--- src/rtl/apb_bridge_arbiter.sv ---
// Two-requester round-robin arbiter that drives one APB SETUP/ACCESS transfer at a time
// into a UART or timer window. Results go back as a done/err pulse to the granted requester.
module apb_bridge_arbiter #(
  parameter int unsigned         ADDR_W     = 12,
  parameter int unsigned         DATA_W     = 32,
  parameter int unsigned         TIMEOUT    = 16,
  parameter logic [ADDR_W-1:0]   UART_BASE  = ADDR_W'(12'h800),
  parameter logic [ADDR_W-1:0]   TIMER_BASE = ADDR_W'(12'hA00)
) (
  input  logic              clk,
  input  logic              rst,
  input  logic              i_m0_req,
  input  logic              i_m0_write,
  input  logic [ADDR_W-1:0] i_m0_addr,
  input  logic [DATA_W-1:0] i_m0_wdata,
  input  logic              i_m1_req,
  input  logic              i_m1_write,
  input  logic [ADDR_W-1:0] i_m1_addr,
  input  logic [DATA_W-1:0] i_m1_wdata,
  output logic              o_m0_done,
  output logic              o_m0_err,
  output logic              o_m1_done,
  output logic              o_m1_err,
  output logic [DATA_W-1:0] o_rdata,
  output logic              o_busy,
  output logic [8:0]        o_paddr,
  output logic              o_pwrite,
  output logic [DATA_W-1:0] o_pwdata,
  output logic              o_psel_uart,
  output logic              o_psel_timer,
  output logic              o_penable,
  input  logic [DATA_W-1:0] i_prdata_uart,
  input  logic [DATA_W-1:0] i_prdata_timer,
  input  logic              i_pready_uart,
  input  logic              i_pready_timer
);

  localparam int unsigned       CntW    = $clog2(TIMEOUT + 1);
  // Counter holds ACCESS cycles already spent, so the TIMEOUT-th cycle sees TIMEOUT-1.
  localparam logic [CntW-1:0]   CntLast = CntW'(TIMEOUT - 1);
  localparam logic [ADDR_W-1:0] WinLast = ADDR_W'(511);

  typedef enum logic [1:0] {StIdle, StSetup, StAccess, StDone} state_e;

  state_e            r_state, w_state_nxt;
  logic [CntW-1:0]   r_cnt, w_cnt_nxt;
  logic              r_last_grant, w_last_grant_nxt;
  logic              r_gnt, w_gnt_nxt;
  logic              r_pwrite, w_pwrite_nxt;
  logic [8:0]        r_paddr, w_paddr_nxt;
  logic [DATA_W-1:0] r_pwdata, w_pwdata_nxt;
  logic              r_psel_uart, w_psel_uart_nxt;
  logic              r_psel_timer, w_psel_timer_nxt;
  logic              r_penable, w_penable_nxt;
  logic [DATA_W-1:0] r_rdata, w_rdata_nxt;
  logic              r_m0_done, r_m0_err, r_m1_done, r_m1_err, r_busy;
  logic              w_fin, w_fin_err;

  // Request selection: m1 wins alone, or on contention when m0 was served last.
  logic              w_pick_m1;
  logic              w_req_write;
  logic [ADDR_W-1:0] w_req_addr;
  logic [DATA_W-1:0] w_req_wdata;
  logic [ADDR_W-1:0] w_uart_off, w_timer_off;
  logic              w_hit_uart, w_hit_timer;
  logic              w_pready;
  logic [DATA_W-1:0] w_prdata;

  assign w_pick_m1   = i_m1_req && (!i_m0_req || !r_last_grant);
  assign w_req_write = w_pick_m1 ? i_m1_write : i_m0_write;
  assign w_req_addr  = w_pick_m1 ? i_m1_addr  : i_m0_addr;
  assign w_req_wdata = w_pick_m1 ? i_m1_wdata : i_m0_wdata;

  // Offset compare avoids overflow of base+size near the top of the address space.
  assign w_uart_off  = w_req_addr - UART_BASE;
  assign w_timer_off = w_req_addr - TIMER_BASE;
  assign w_hit_uart  = (w_req_addr >= UART_BASE) && (w_uart_off <= WinLast);
  assign w_hit_timer = (w_req_addr >= TIMER_BASE) && (w_timer_off <= WinLast);

  assign w_pready = r_psel_uart ? i_pready_uart : i_pready_timer;
  assign w_prdata = r_psel_uart ? i_prdata_uart : i_prdata_timer;

  // Next-state and next-output logic for the transfer sequencer.
  always_comb begin
    w_state_nxt      = r_state;
    w_cnt_nxt        = r_cnt;
    w_last_grant_nxt = r_last_grant;
    w_gnt_nxt        = r_gnt;
    w_pwrite_nxt     = r_pwrite;
    w_paddr_nxt      = r_paddr;
    w_pwdata_nxt     = r_pwdata;
    w_psel_uart_nxt  = r_psel_uart;
    w_psel_timer_nxt = r_psel_timer;
    w_penable_nxt    = r_penable;
    w_rdata_nxt      = r_rdata;
    w_fin            = 1'b0;
    w_fin_err        = 1'b0;
    unique case (r_state)
      StIdle: begin
        if (i_m0_req || i_m1_req) begin
          w_gnt_nxt        = w_pick_m1;
          w_last_grant_nxt = w_pick_m1;
          w_pwrite_nxt     = w_req_write;
          w_pwdata_nxt     = w_req_wdata;
          if (w_hit_uart || w_hit_timer) begin
            w_paddr_nxt      = w_hit_uart ? w_uart_off[8:0] : w_timer_off[8:0];
            w_psel_uart_nxt  = w_hit_uart;
            w_psel_timer_nxt = !w_hit_uart;
            w_state_nxt      = StSetup;
          end else begin
            // Unmapped: finish straight away with an error, bus untouched.
            w_fin       = 1'b1;
            w_fin_err   = 1'b1;
            w_state_nxt = StDone;
          end
        end
      end
      StSetup: begin
        w_penable_nxt = 1'b1;
        w_state_nxt   = StAccess;
      end
      StAccess: begin
        if (w_pready || (r_cnt == CntLast)) begin
          w_fin     = 1'b1;
          w_fin_err = !w_pready;
          if (w_pready && !r_pwrite) begin
            w_rdata_nxt = w_prdata;
          end
          w_psel_uart_nxt  = 1'b0;
          w_psel_timer_nxt = 1'b0;
          w_penable_nxt    = 1'b0;
          w_cnt_nxt        = '0;
          w_state_nxt      = StDone;
        end else begin
          w_cnt_nxt = r_cnt + CntW'(1);
        end
      end
      StDone: begin
        w_cnt_nxt   = '0;
        w_state_nxt = StIdle;
      end
      default: w_state_nxt = StIdle;
    endcase
  end

  // State and registered outputs; reset aborts any transfer asynchronously.
  always_ff @(posedge clk or negedge rst) begin
    if (!rst) begin
      r_state      <= StIdle;
      r_cnt        <= '0;
      r_last_grant <= 1'b1;
      r_gnt        <= 1'b0;
      r_pwrite     <= 1'b0;
      r_paddr      <= '0;
      r_pwdata     <= '0;
      r_psel_uart  <= 1'b0;
      r_psel_timer <= 1'b0;
      r_penable    <= 1'b0;
      r_rdata      <= '0;
      r_m0_done    <= 1'b0;
      r_m0_err     <= 1'b0;
      r_m1_done    <= 1'b0;
      r_m1_err     <= 1'b0;
      r_busy       <= 1'b0;
    end else begin
      r_state      <= w_state_nxt;
      r_cnt        <= w_cnt_nxt;
      r_last_grant <= w_last_grant_nxt;
      r_gnt        <= w_gnt_nxt;
      r_pwrite     <= w_pwrite_nxt;
      r_paddr      <= w_paddr_nxt;
      r_pwdata     <= w_pwdata_nxt;
      r_psel_uart  <= w_psel_uart_nxt;
      r_psel_timer <= w_psel_timer_nxt;
      r_penable    <= w_penable_nxt;
      r_rdata      <= w_rdata_nxt;
      r_m0_done    <= w_fin && !w_gnt_nxt;
      r_m0_err     <= w_fin && w_fin_err && !w_gnt_nxt;
      r_m1_done    <= w_fin && w_gnt_nxt;
      r_m1_err     <= w_fin && w_fin_err && w_gnt_nxt;
      r_busy       <= (w_state_nxt != StIdle);
    end
  end

  assign o_m0_done    = r_m0_done;
  assign o_m0_err     = r_m0_err;
  assign o_m1_done    = r_m1_done;
  assign o_m1_err     = r_m1_err;
  assign o_rdata      = r_rdata;
  assign o_busy       = r_busy;
  assign o_paddr      = r_paddr;
  assign o_pwrite     = r_pwrite;
  assign o_pwdata     = r_pwdata;
  assign o_psel_uart  = r_psel_uart;
  assign o_psel_timer = r_psel_timer;
  assign o_penable    = r_penable;

endmodule

--- config.mk ---
export PLATFORM = sky130hd
export DESIGN_NAME = apb_bridge_arbiter
export DESIGN_NICKNAME = d
export VERILOG_FILES = /design/src/rtl/apb_bridge_arbiter.sv
export SDC_FILE = /design/constraint.sdc
export NUM_CORES = 1
export LEC_CHECK = 0
export ABC_CLOCK_PERIOD_IN_PS = 1950
export BUFFER_PORTS_ARGS = -buffer_cell sky130_fd_sc_hd__buf_2
export CAP_MARGIN = 40
export CORE_MARGIN = 4
export CORE_UTILIZATION = 40
export CTS_CLUSTER_SIZE = 40
export DETAILED_ROUTE_END_ITERATION = 8
export PLACE_DENSITY = 0.79
export REMOVE_ABC_BUFFERS = 1
export SLEW_MARGIN = 20
export SYNTH_ARGS = -nofsm -noshare
export SYNTH_HDL_FRONTEND = slang
export SYNTH_SLANG_ARGS = --single-unit
--- constraint.sdc ---
create_clock -name clk -period 1.95 [get_ports clk]
set_input_delay 0.195 -clock clk [delete_from_list [all_inputs] [get_ports clk]]
set_output_delay 0.195 -clock clk [all_outputs]
set_load 0.02 [all_outputs]
# Word level (Yosys, flattened, before mapping)
# Index checks and enable logic that the tools add are counted.
[classes]
n_reduce_logical = 29
n_lt_le_gt_ge = 4
n_mux = 28
eq_ne = 7
add_sub_neg = 3
[op_table]
columns = ["operator", "count"]
rows = [
  ["$mux W32", 2],
  ["$ge A12 B12 Y1 const B", 2],
  ["$le A12 B9 Y1 const B", 2],
  ["$sub A12 B12 Y12 const B", 2],
  ["$mux W1", 13],
  ["$mux W12", 1],
  ["$pmux W1 S2", 5],
  ["$pmux W5 S2", 1],
  ["$logic_and A1 B1 Y1", 9],
  ["$mux W9", 1],
  ["$pmux W2 S4", 1],
  ["$reduce_bool A2 Y1", 4],
  ["$logic_not A1 Y1", 6],
  ["$mux W2", 3],
  ["$ne A2 B2 Y1 const B", 3],
  ["$reduce_and A3 Y1", 2],
  ["$add A5 B1 Y5 const B", 1],
  ["$eq A5 B4 Y1 const B", 1],
  ["$mux W5", 1],
  ["$eq A2 B2 Y1 const B", 2],
  ["$logic_or A1 B1 Y1", 4],
  ["$reduce_and A2 Y1", 2],
  ["$reduce_and A4 Y1", 1],
  ["$eq A2 B1 Y1 const B", 1],
  ["$logic_not A2 Y1", 1],
]
[totals]
reg_bits = 91
out_inout_bits = 82
wordCells = 87
in_bits = 160

# Logic depth before layout (Yosys ltp)
# Gate-level depths: netlist of the first run.
[depth]
depth_word = 13
ltp_mapped = 8
mapped_depth_nobuf = 6

# Worst setup path before layout of the first run
# No wires, ideal clock.
[synth_timing]
path_kind = "register to register"
startpoint = "register r_state[0]"
endpoint = "register r_psel_timer (netlist: o_psel_timer)"
n_path_buf = 1
stages_incl_launch_ff = 7
setup_time_ns = 0.125
t_arrival_ns = 1.863
path_slack_ns = -0.038
required_time_ns = 1.825
period_less_slack_ns = 1.988
path_cell_list = "dfrtp_1 > inv_1 > ha_1 > clkbuf_1 > mux2_2 > a221oi_4 > mux2_2"
[synth_via]
elab_chain_len = 3
word_cells_on_any_way = 8
cone_classes = "eq/ne: 4; mux: 1; reduce/logical: 3"
[synth_rtl]
columns = ["item", "line", "text"]
rows = [
  ["from (decl)", "45", "state_e r_state, w_state_nxt;"],
  ["from (signal assigned)", "149", "r_state <= StIdle;"],
  ["from (signal assigned)", "166", "r_state <= w_state_nxt;"],
  ["$eq A2 B2 Y1 or $logic_not A2 Y1 (tied branches)", "98", "unique case (r_state)"],
  ["$ne A2 B2 Y1 (no source line) or $reduce_bool A2 Y1 (tied branches)", "n/a", ""],
  ["$reduce_and A4 Y1 (no source line)", "n/a", ""],
  ["to (signal assigned)", "174", "r_psel_timer <= w_psel_timer_nxt;"],
  ["to (decl)", "53", "logic r_psel_timer, w_psel_timer_nxt;"],
]
# Several ways; a longest one is shown, not always the timed one.
# A chain may end at the register's enable or synchronous reset.

# Worst setup path in the final report of the first run
[layout_timing]
startpoint = "register r_cnt[0]"
endpoint = "register r_psel_uart (netlist: o_psel_uart)"
[layout_via]
elab_chain_len = 4
[layout_rtl]
columns = ["item", "line", "text"]
rows = [
  ["from (decl)", "46", "logic [CntW-1:0] r_cnt, w_cnt_nxt;"],
  ["from (signal assigned)", "167", "r_cnt <= w_cnt_nxt;"],
  ["$eq A5 B4 Y1", "123", "if (w_pready || (r_cnt == CntLast)) begin"],
  ["$logic_or A1 B1 Y1", "123", ""],
  ["$ne A2 B2 Y1 (no source line)", "n/a", ""],
  ["$reduce_and A4 Y1 (no source line)", "n/a", ""],
  ["to (signal assigned)", "173", "r_psel_uart <= w_psel_uart_nxt;"],
  ["to (decl)", "52", "logic r_psel_uart, w_psel_uart_nxt;"],
]
# Every way passes these cells.

==> flow_summary.toml, run 1 <==
[layout]
fillCellCount = 934
fin_nets = 806
stdcell_count = 781
syn_to_final_growth_pct = 36.6
drive_gt1_frac = 0.464
antenna_cells = 0

[drt]
postRouteAntennaNets = 0
dr.first_iter.drc_count = 117
first_pass_iters = 5
wl_per_cell_um = 14.9
avgViaCountPerCell = 4.87
drc_errors = 0
vias = 3807
wirelength_mm = 11.6

[logic_synthesis]
muxShareOfSynthArea = 0.214
syn_avg_cell_area_um2 = 10.8
yosys-top-cells-area = "dfrtp_1, mux2i_1, mux2_2"
seq_area_frac_synth = 0.524
yosysWarnings = 0
synthSimpleGateAreaFrac = 0.102
synthAdderAreaFrac = 0.0173
synth.distinct_cells = 38
yosys.area.top_type_share = 0.518
synth_compound_area_frac = 0.108
synth_cells = 401
synth_top_family_by_area = "multiplexers"
yosysTopAreaCell = "dfrtp_1"
ys_ff_latch = 91
syn_area_mm2 = 0.00435
synth_xor_area_frac = 0

[timing]
max_freq_mhz = 549
setup_viol = 0
whs_ns = 0.118
fin_worst_skew_ns = 0.00963
slew_headroom = 0.643
finalCritPeriodShare = 0.935
slew_violations = 0
worst_slew_pin_slew_ns = 0.536
rsz0062_at_grt = "no"
hold_viol = 0
final.min_clock_period_ns = 1.82

[min_path]
hp-class = "in2reg"

[global_routing]
grt_max_degree = 68
antenna_found_initial = 1
grt_overflow = 0
grt_usage = 0.187
grt_pass1_vias = 4035
grt_pass1_wl_mm = 19.2

[clock_tree]
clock_latency_ns = 0.35
numCtsBuffers = 9
post-cts-setup-buffer-count = 0
cts_max_level = 3
cts.sinks = 91
clockBufferDepth = 2
clockRootBuffer = "clkbuf_8"
tritoncts = "yes"
path_clk_slew_ns = 0.09

[die]
io_pins = 242
dieArea_mm2 = 0.0126
placementRows = 37
start_util = 0.415
die_w_um = 112
core_region_area_mm2 = 0.0105
die_y_um = 112

[worst_setup_path]
path_class = "reg2reg"
required_ns = 2.19
worstPathArrival_ns = 2.07
end_kind = "flop"
start_kind = "flop"
cp_max_fo = 6

[place]
gp_congestion = 0.878
io_buffers = 241
dp_hpwl_mm = 9.34
place_inst = 764

[pwr]
leakage_nw = 2.95
ir_drop_mv = 0.940
p_per_area_mw_per_mm2 = 1510
total_power_mw = 8.97

[run]
maxCapViolations = 0

[outcome]
outcome = "completed"
[flip-flops by register name, indices dropped and copies added (netlist names)]
name	count
o_m0_done	1
r_gnt	1
o_m0_err	1
o_busy	1
o_paddr	9
o_rdata	32
o_m1_done	1
r_last_grant	1
r_state	2
r_cnt	5
o_pwdata	32
o_psel_timer	1
o_penable	1
o_psel_uart	1
o_pwrite	1
o_m1_err	1
[per-stage QoR]
step	setup TNS (ns)	setup slack, ns	cell area, um^2	util
after floorplan	-111.33	-1.91	4220	-
after global placement	0	0.101	5750	0.550
after detailed placement	0	0.0382	5750	0.550
after CTS	0	0.0332	5920	0.566
after global routing	0	0.0161	5940	0.567
final	0	0.127	5940	0.567
[report_power, final]
part,internal (mW),switching [mW]
clock,0.455,0.628
sequential,2.79,0.480
combinational,1.78,2.83
[synthesized netlist by cell type]
master / n
a21boi_0: 1
a21boi_2: 1
a21oi_1: 37
a221oi_4: 1
a22oi_1: 1
a2bb2oi_1: 1
a31oi_1: 2
a32oi_1: 1
and3_1: 2
buf_1: 1
buf_2: 8
buf_4: 5
buf_6: 1
clkbuf_1: 9
clkbuf_2: 1
dfrtp_1: 90
dfstp_2: 1
ha_1: 6
inv_1: 5
mux2_2: 22
mux2i_1: 66
mux2i_4: 1
nand2_1: 42
nand3_1: 3
nand3b_1: 1
nand4b_1: 1
nor2_1: 40
nor2_4: 2
nor2b_1: 3
nor3_1: 2
nor3_2: 1
o21ai_0: 36
o21ai_1: 1
o21bai_1: 1
o2bb2ai_1: 1
or2_1: 1
or3b_1: 1
or4_1: 2
[cells in the final DEF (no fill, tap or decap), drive strengths merged, types with 6 or more instances in the layout]
master  Yosys  final
a21oi      37     37
buf        15    252
clkbuf     10     10
clkinv      0      6
dfrtp      90     90
ha          6      6
mux2       22     22
mux2i      67     67
nand2      42     42
nor2       42     42
o21ai      37     37
[per-layer routing]
layer	global-route usage	vias up	routed length, um
met5	0	-	13
met3	0.0555	17	1090
li1	-	1878	-
met2	0.337	174	6050
met4	0.0609	2	177
met1	0.213	1736	4310
[final cells by class]
| class | count | area [um^2] | share of cell area |
|---|---|---|---|
| flip-flops and latches | 91 | 2280 | 0.384 |
| multi-input cells | 280 | 1960 | 0.329 |
| repair buffers | 253 | 1350 | 0.228 |
| well taps | 136 | 170 | 0.0287 |
| clock buffers | 10 | 128 | 0.0215 |
| clock inverters | 6 | 33.8 | 0.00569 |
| inverters | 5 | 18.8 | 0.00316 |
[kinds of logic (layout without fill, tap and decap cells)]
| family | after synthesis | in the layout |
|---|---|---|
| adders and majority gates | 6 | 6 |
| and+or+nand+nor | 101 | 101 |
| DFF | 91 | 91 |
| AOI/OAI and AO/OA | 84 | 84 |
| buffers and inverters | 30 | 274 |
| muxes | 89 | 89 |
[worst paths after layout]
kind                                          from                        to  slack, ns  cells after the start
max                           r_cnt[0]$_DFFE_PN0P_   o_psel_uart$_DFFE_PN0P_       0.13                      6
min                                       i_m1_req  r_last_grant$_DFFE_PN1P_       0.12                      3
max reg2reg                   r_cnt[0]$_DFFE_PN0P_   o_psel_uart$_DFFE_PN0P_       0.13                      6
min reg2reg                o_pwdata[0]$_DFFE_PN0P_   o_pwdata[0]$_DFFE_PN0P_       0.49                      2
max in group asynchronous                      rst  r_last_grant$_DFFE_PN1P_       0.90                      3
min in group asynchronous                      rst  o_pwdata[30]$_DFFE_PN0P_       0.33                      2
[critical path, cell delays in order, from the launching register on]
cell and delay (ns):
dfrtp_1 0.39, ha_1 0.21, and3_1 0.22, ha_4 0.18, nor2_4 0.05, a221oi_4 0.30, mux2_2 0.36
[repair_timing]
item / in CTS / in global routing
gates resized for setup: 0 / 2
hold buffers: 1 / 0
setup endpoints to repair: 0 / 6
hold endpoints to repair: 35 / 0
No activity file was read; power rests on OpenSTA's default activity.
==> run 2: changes to the inputs <==
CELL_PAD_IN_SITES_DETAIL_PLACEMENT = 1   (was default)
CELL_PAD_IN_SITES_GLOBAL_PLACEMENT = 1   (was default)
CORE_UTILIZATION = 29   (was 40)
==> run 2 against run 1 <==
Net effect:
- sequential share of layout area decreased by 1.3 points
- global-route usage shrank 3.4 points
- core utilization decreased by 15 points
- non-clock buffer count rose by 2
- fmax down 1.3%
==> flow_summary.toml, run 2 (synthesis results as in run 1) <==
[global_routing]
grt_max_degree = 65
grt-busiest-layer = "met2"
met2_usage = 0.277
antenna_found_initial = 0
grt_overflow = 0
grt_pass1_wl_mm = 20.3
grt_pass1_vias = 4186
use_met3 = 0.0467
grt_util_met1 = 0.165
grt_usage = 0.153

[layout]
antenna_cells = 0
final_area_mm2 = 0.00615
fin_nets = 808
final_cell_mix = "buf_2, dfrtp_1, mux2i_1"
syn_to_final_growth_pct = 41.5
stdcell_count = 831
layout_commonest_cell = "buf_2"
drive_gt1_frac = 0.465

[min_path]
hp-class = "in2reg"

[clock_tree]
tritoncts = "yes"
path_clk_slew_ns = 0.06
clockRootBuffer = "clkbuf_16"
numCtsBuffers = 9
cts_max_level = 3
clock_latency_ns = 0.34
clockBufferDepth = 2
cts.sinks = 91

[pwr]
ir_drop_mv = 0.583
leakage_nw = 3.01
total_power_mw = 9.81
p_per_area_mw_per_mm2 = 1590

[die]
io_pins = 242
die_w_um = 130
core_region_area_mm2 = 0.0146
die_y_um = 130
start_util = 0.298
dieArea_mm2 = 0.0170
placementRows = 44

[timing]
max_freq_mhz = 542
setup_viol = 0
tns_ns = 0
worst_slack_ns = 0.103
rsz0062_at_grt = "no"
slew_violations = 0
hold_viol = 0
slew_headroom = 0.625
worst_slew_pin_slew_ns = 0.562
finalCritPeriodShare = 0.947
final.min_clock_period_ns = 1.85
fin_worst_skew_ns = 0.00620

[worst_setup_path]
worstPathArrival_ns = 2.06
path_class = "reg2reg"
start_kind = "flop"
cp_max_fo = 6
required_ns = 2.17
end_kind = "flop"

[drt]
first_pass_iters = 3
postRouteAntennaNets = 0
drc_errors = 0
wirelength_mm = 13.3
avgViaCountPerCell = 4.70
dr.first_iter.drc_count = 84
vias = 3908
wl_per_cell_um = 16.0

[place]
dp_hpwl_mm = 10.6
place_inst = 813
dpl_worst_slack_ns = -0.00119
io_buffers = 241
dpl_cell_area_mm2 = 0.00581
gp_congestion = 0.800

[outcome]
outcome = "completed"

[run]
maxCapViolations = 0
-- run 2: report_power, final --
part	internal, mW	leakage, nW	switching [mW]
sequential	2.80	1.08	0.481
combinational	1.78	1.78	2.94
clock	1.12	0.150	0.697
total	5.69	3.01	4.12
-- run 2: final timing paths --
path | depth (start not counted) | end | slack (ns) | start
min reg2reg | 2 | o_pwdata[26]$_DFFE_PN0P_ | 0.47 | o_pwdata[26]$_DFFE_PN0P_
min in group asynchronous | 2 | o_rdata[1]$_DFFE_PN0P_ | 0.32 | rst
min | 3 | o_pwdata[21]$_DFFE_PN0P_ | 0.15 | i_m0_wdata[21]
max in group asynchronous | 3 | r_last_grant$_DFFE_PN1P_ | 0.93 | rst
max reg2reg | 6 | o_psel_uart$_DFFE_PN0P_ | 0.10 | r_cnt[0]$_DFFE_PN0P_
max | 6 | o_psel_uart$_DFFE_PN0P_ | 0.10 | r_cnt[0]$_DFFE_PN0P_
-- run 2: layer usage --
| metal | vias up | part of all wire | wire [um] |
|---|---|---|---|
| met1 | 1840 | 0.36 | 4830 |
| li1 | 1872 | - | - |
| met5 | - | 0 | 0 |
| met3 | 23 | 0.10 | 1340 |
| met4 | 0 | 0.022 | 297 |
| met2 | 173 | 0.51 | 6860 |
-- run 2: area by class of cell --
class	instances	area (um^2)
flip-flops and latches	91	2280
clock inverters	5	77.6
inverters	5	18.8
well taps	184	230
fillers	1718	8440
repair buffers	255	1350
clock buffers	11	233
multi-input cells	280	1960
-- run 2: what timing repair did --
item / 4_1_cts / 5_1_grt
setup endpoints to repair: 2 / 12
resized for setup: 1 / 2
pin swaps: 0 / 1
buffers inserted: 0 / 1
hold buffers: 1 / 0
endpoints found under the hold margin: 25 / 0
-- run 2: metrics by stage --
step	hold WS [ns]	utilization
5_1_grt	0.154	0.422
6_report	0.148	0.422
2_1_floorplan	-0.101	-
3_5_place_dp	0.144	0.398
3_3_place_gp	0.134	0.398
4_1_cts	0.131	0.420
-- run 2: critical path: stages, from the launching register on --
cell and delay [ns]:
dfrtp_1 0.40, ha_2 0.21, and3_1 0.20, ha_4 0.18, nor2_4 0.05, a221oi_4 0.32
mux2_2 0.37
==> run 3: changes to the inputs <==
CELL_PAD_IN_SITES_DETAIL_PLACEMENT = 0   (was 1)
==> run 3 against run 2 <==
Net effect:
- sequential cell count is the same
- combinational power shrank 3%
- global-route usage shrank 2.2 points
- clock-buffer cell count grew 1
- total power shrank 2.5%
- fmax grew 0.71%
- die area is the same
==> flow_summary.toml, run 3 (synthesis results as in run 1) <==
[outcome]
outcome = "completed"

[drt]
drc_errors = 0
dr.first_iter.drc_count = 58
first_pass_iters = 4
avgViaCountPerCell = 4.51
postRouteAntennaNets = 0
vias = 3745
wl_per_cell_um = 14.0
wirelength_mm = 11.6

[pwr]
switching_power_mw = 3.98
clkPwrFrac = 0.180
p_per_area_mw_per_mm2 = 1560
switching_share = 0.416
combPwrFrac = 0.479
p_seq_frac = 0.341
ir_drop_mv = 0.566
p_int_mw = 5.59
leakage_nw = 3.00

[global_routing]
grt_overflow = 0
antenna_found_initial = 0
grt_pass1_wl_mm = 17.5
grt_usage = 0.132
grt_max_degree = 65
grt_pass1_vias = 3712

[place]
dp_hpwl_mm = 9.16
dpl_worst_slack_ns = 0.0177
gp_congestion = 0.800
place_inst = 813
dpl_cell_area_mm2 = 0.00581
io_buffers = 241

[clock_tree]
cts_max_level = 3
path_clk_slew_ns = 0.06
clockBufferDepth = 2
clockRootBuffer = "clkbuf_16"
cts.sinks = 91
clock_latency_ns = 0.34
tritoncts = "yes"
numCtsBuffers = 9
post-cts-setup-buffer-count = 0

[layout]
fin_nets = 807
layout_commonest_cell = "buf_2"
multi_input_area_mm2 = 0.00196
final_area_mm2 = 0.00613
fillCellCount = 1420
syn_to_final_growth_pct = 41.0
regArea_mm2 = 0.00228
drive_gt1_frac = 0.464
stdcell_count = 830
final_cell_mix = "buf_2, dfrtp_1, mux2i_1"
antenna_cells = 0
finish.utilization = 0.420

[die]
placementRows = 44
dieArea_mm2 = 0.0170
start_util = 0.298
core_region_area_mm2 = 0.0146
io_pins = 242
die_y_um = 130
die_w_um = 130

[worst_setup_path]
end_kind = "flop"
required_ns = 2.17
worstPathArrival_ns = 2.05
crit_path_start = "r_cnt[0]$_DFFE_PN0P_"
path_class = "reg2reg"
cpMaxStageDelayCell = "dfrtp_1"
cp_cell_sequence = "ha_2 -> and3_1 -> ha_4 -> nor2_4 -> a221oi_4 -> mux2_2"
start_kind = "flop"
crit-reg2reg-launch = "r_cnt[0]$_DFFE_PN0P_"
critPathMaxStageDelay_ns = 0.39
cp_max_fo = 6

[timing]
slew_headroom = 0.634
setup_viol = 0
rsz0062_at_grt = "no"
max_freq_mhz = 545
hold_viol = 0
final.min_clock_period_ns = 1.83
worst_slack_ns = 0.116
finalCritPeriodShare = 0.940
fin_worst_skew_ns = 0.00657
slew_violations = 0
tns_ns = 0
worst_slew_pin_slew_ns = 0.549

[run]
maxCapViolations = 0

[min_path]
hp-class = "in2reg"
hold_start = "i_m1_req"
==> run 3: cell types whose count changed in the layout (fill, tap and decap cells not counted), sizes merged <==
cell,previous run,this run
buf,254,253
bufinv,2,1
clkbuf,11,12
clkinv,2,1
clkinvlp,1,2
==> run 3: area by class of cell <==
cell class | count | area share
Sequential cell | 91 | 0.372
Multi-Input combinational cell | 280 | 0.319
Timing Repair Buffer | 254 | 0.220
Clock buffer | 12 | 0.0402
Tap cell | 184 | 0.0376
Clock inverter | 4 | 0.00816
Inverter | 5 | 0.00306
==> run 3: through the flow <==
| step | hold slack, ns | power, mW |
|---|---|---|
| 2_1_floorplan | -0.101 | 6.26 |
| 3_3_place_gp | 0.134 | 7.83 |
| 3_5_place_dp | 0.144 | 7.96 |
| 4_1_cts | 0.108 | 9.75 |
| 5_1_grt | 0.124 | 10.3 |
| 6_report | 0.124 | 9.56 |
==> run 3: worst max-delay path, delay by kind of cell, from the launching register on <==
kind / cells / cell delay [ns]
muxes: 1 / 0.36
DFF: 1 / 0.39
adders and majority gates: 2 / 0.39
and+or+nand+nor: 2 / 0.26
AOI/OAI and AO/OA: 1 / 0.31
==> run 3: worst paths after layout <==
kind | to | slack (ns) | cells past startpoint
max | o_psel_timer$_DFFE_PN0P_ | 0.12 | 6
min | r_last_grant$_DFFE_PN1P_ | 0.12 | 3
max reg2reg | o_psel_timer$_DFFE_PN0P_ | 0.12 | 6
min in group asynchronous | r_state[1]$_DFF_PN0_ | 0.33 | 2
max in group asynchronous | r_last_grant$_DFFE_PN1P_ | 0.93 | 3
min reg2reg | o_pwdata[18]$_DFFE_PN0P_ | 0.47 | 2
==> run 3: timing repair <==
| action | in CTS | in global routing |
|---|---|---|
| gates resized for setup | 0 | 3 |
| hold buffers | 1 | 0 |
| setup endpoints to repair | 0 | 6 |
| endpoints found under the hold margin | 25 | 0 |
==> run 3: layer usage <==
layer  GRT usage  part of all wire
met5           0                 0
met4      0.0581             0.017
met1       0.150              0.39
met3      0.0378              0.11
met2       0.230              0.48
==> run 3: power groups by stage <==
stage	logic [mW]	clock network [mW]	registers, mW
floorplan	1.86	0	4.40
global placement	4.57	0	3.26
detailed placement	4.68	0	3.28
CTS	4.66	1.81	3.27
global route	5.06	1.88	3.39
finish	4.58	1.72	3.26
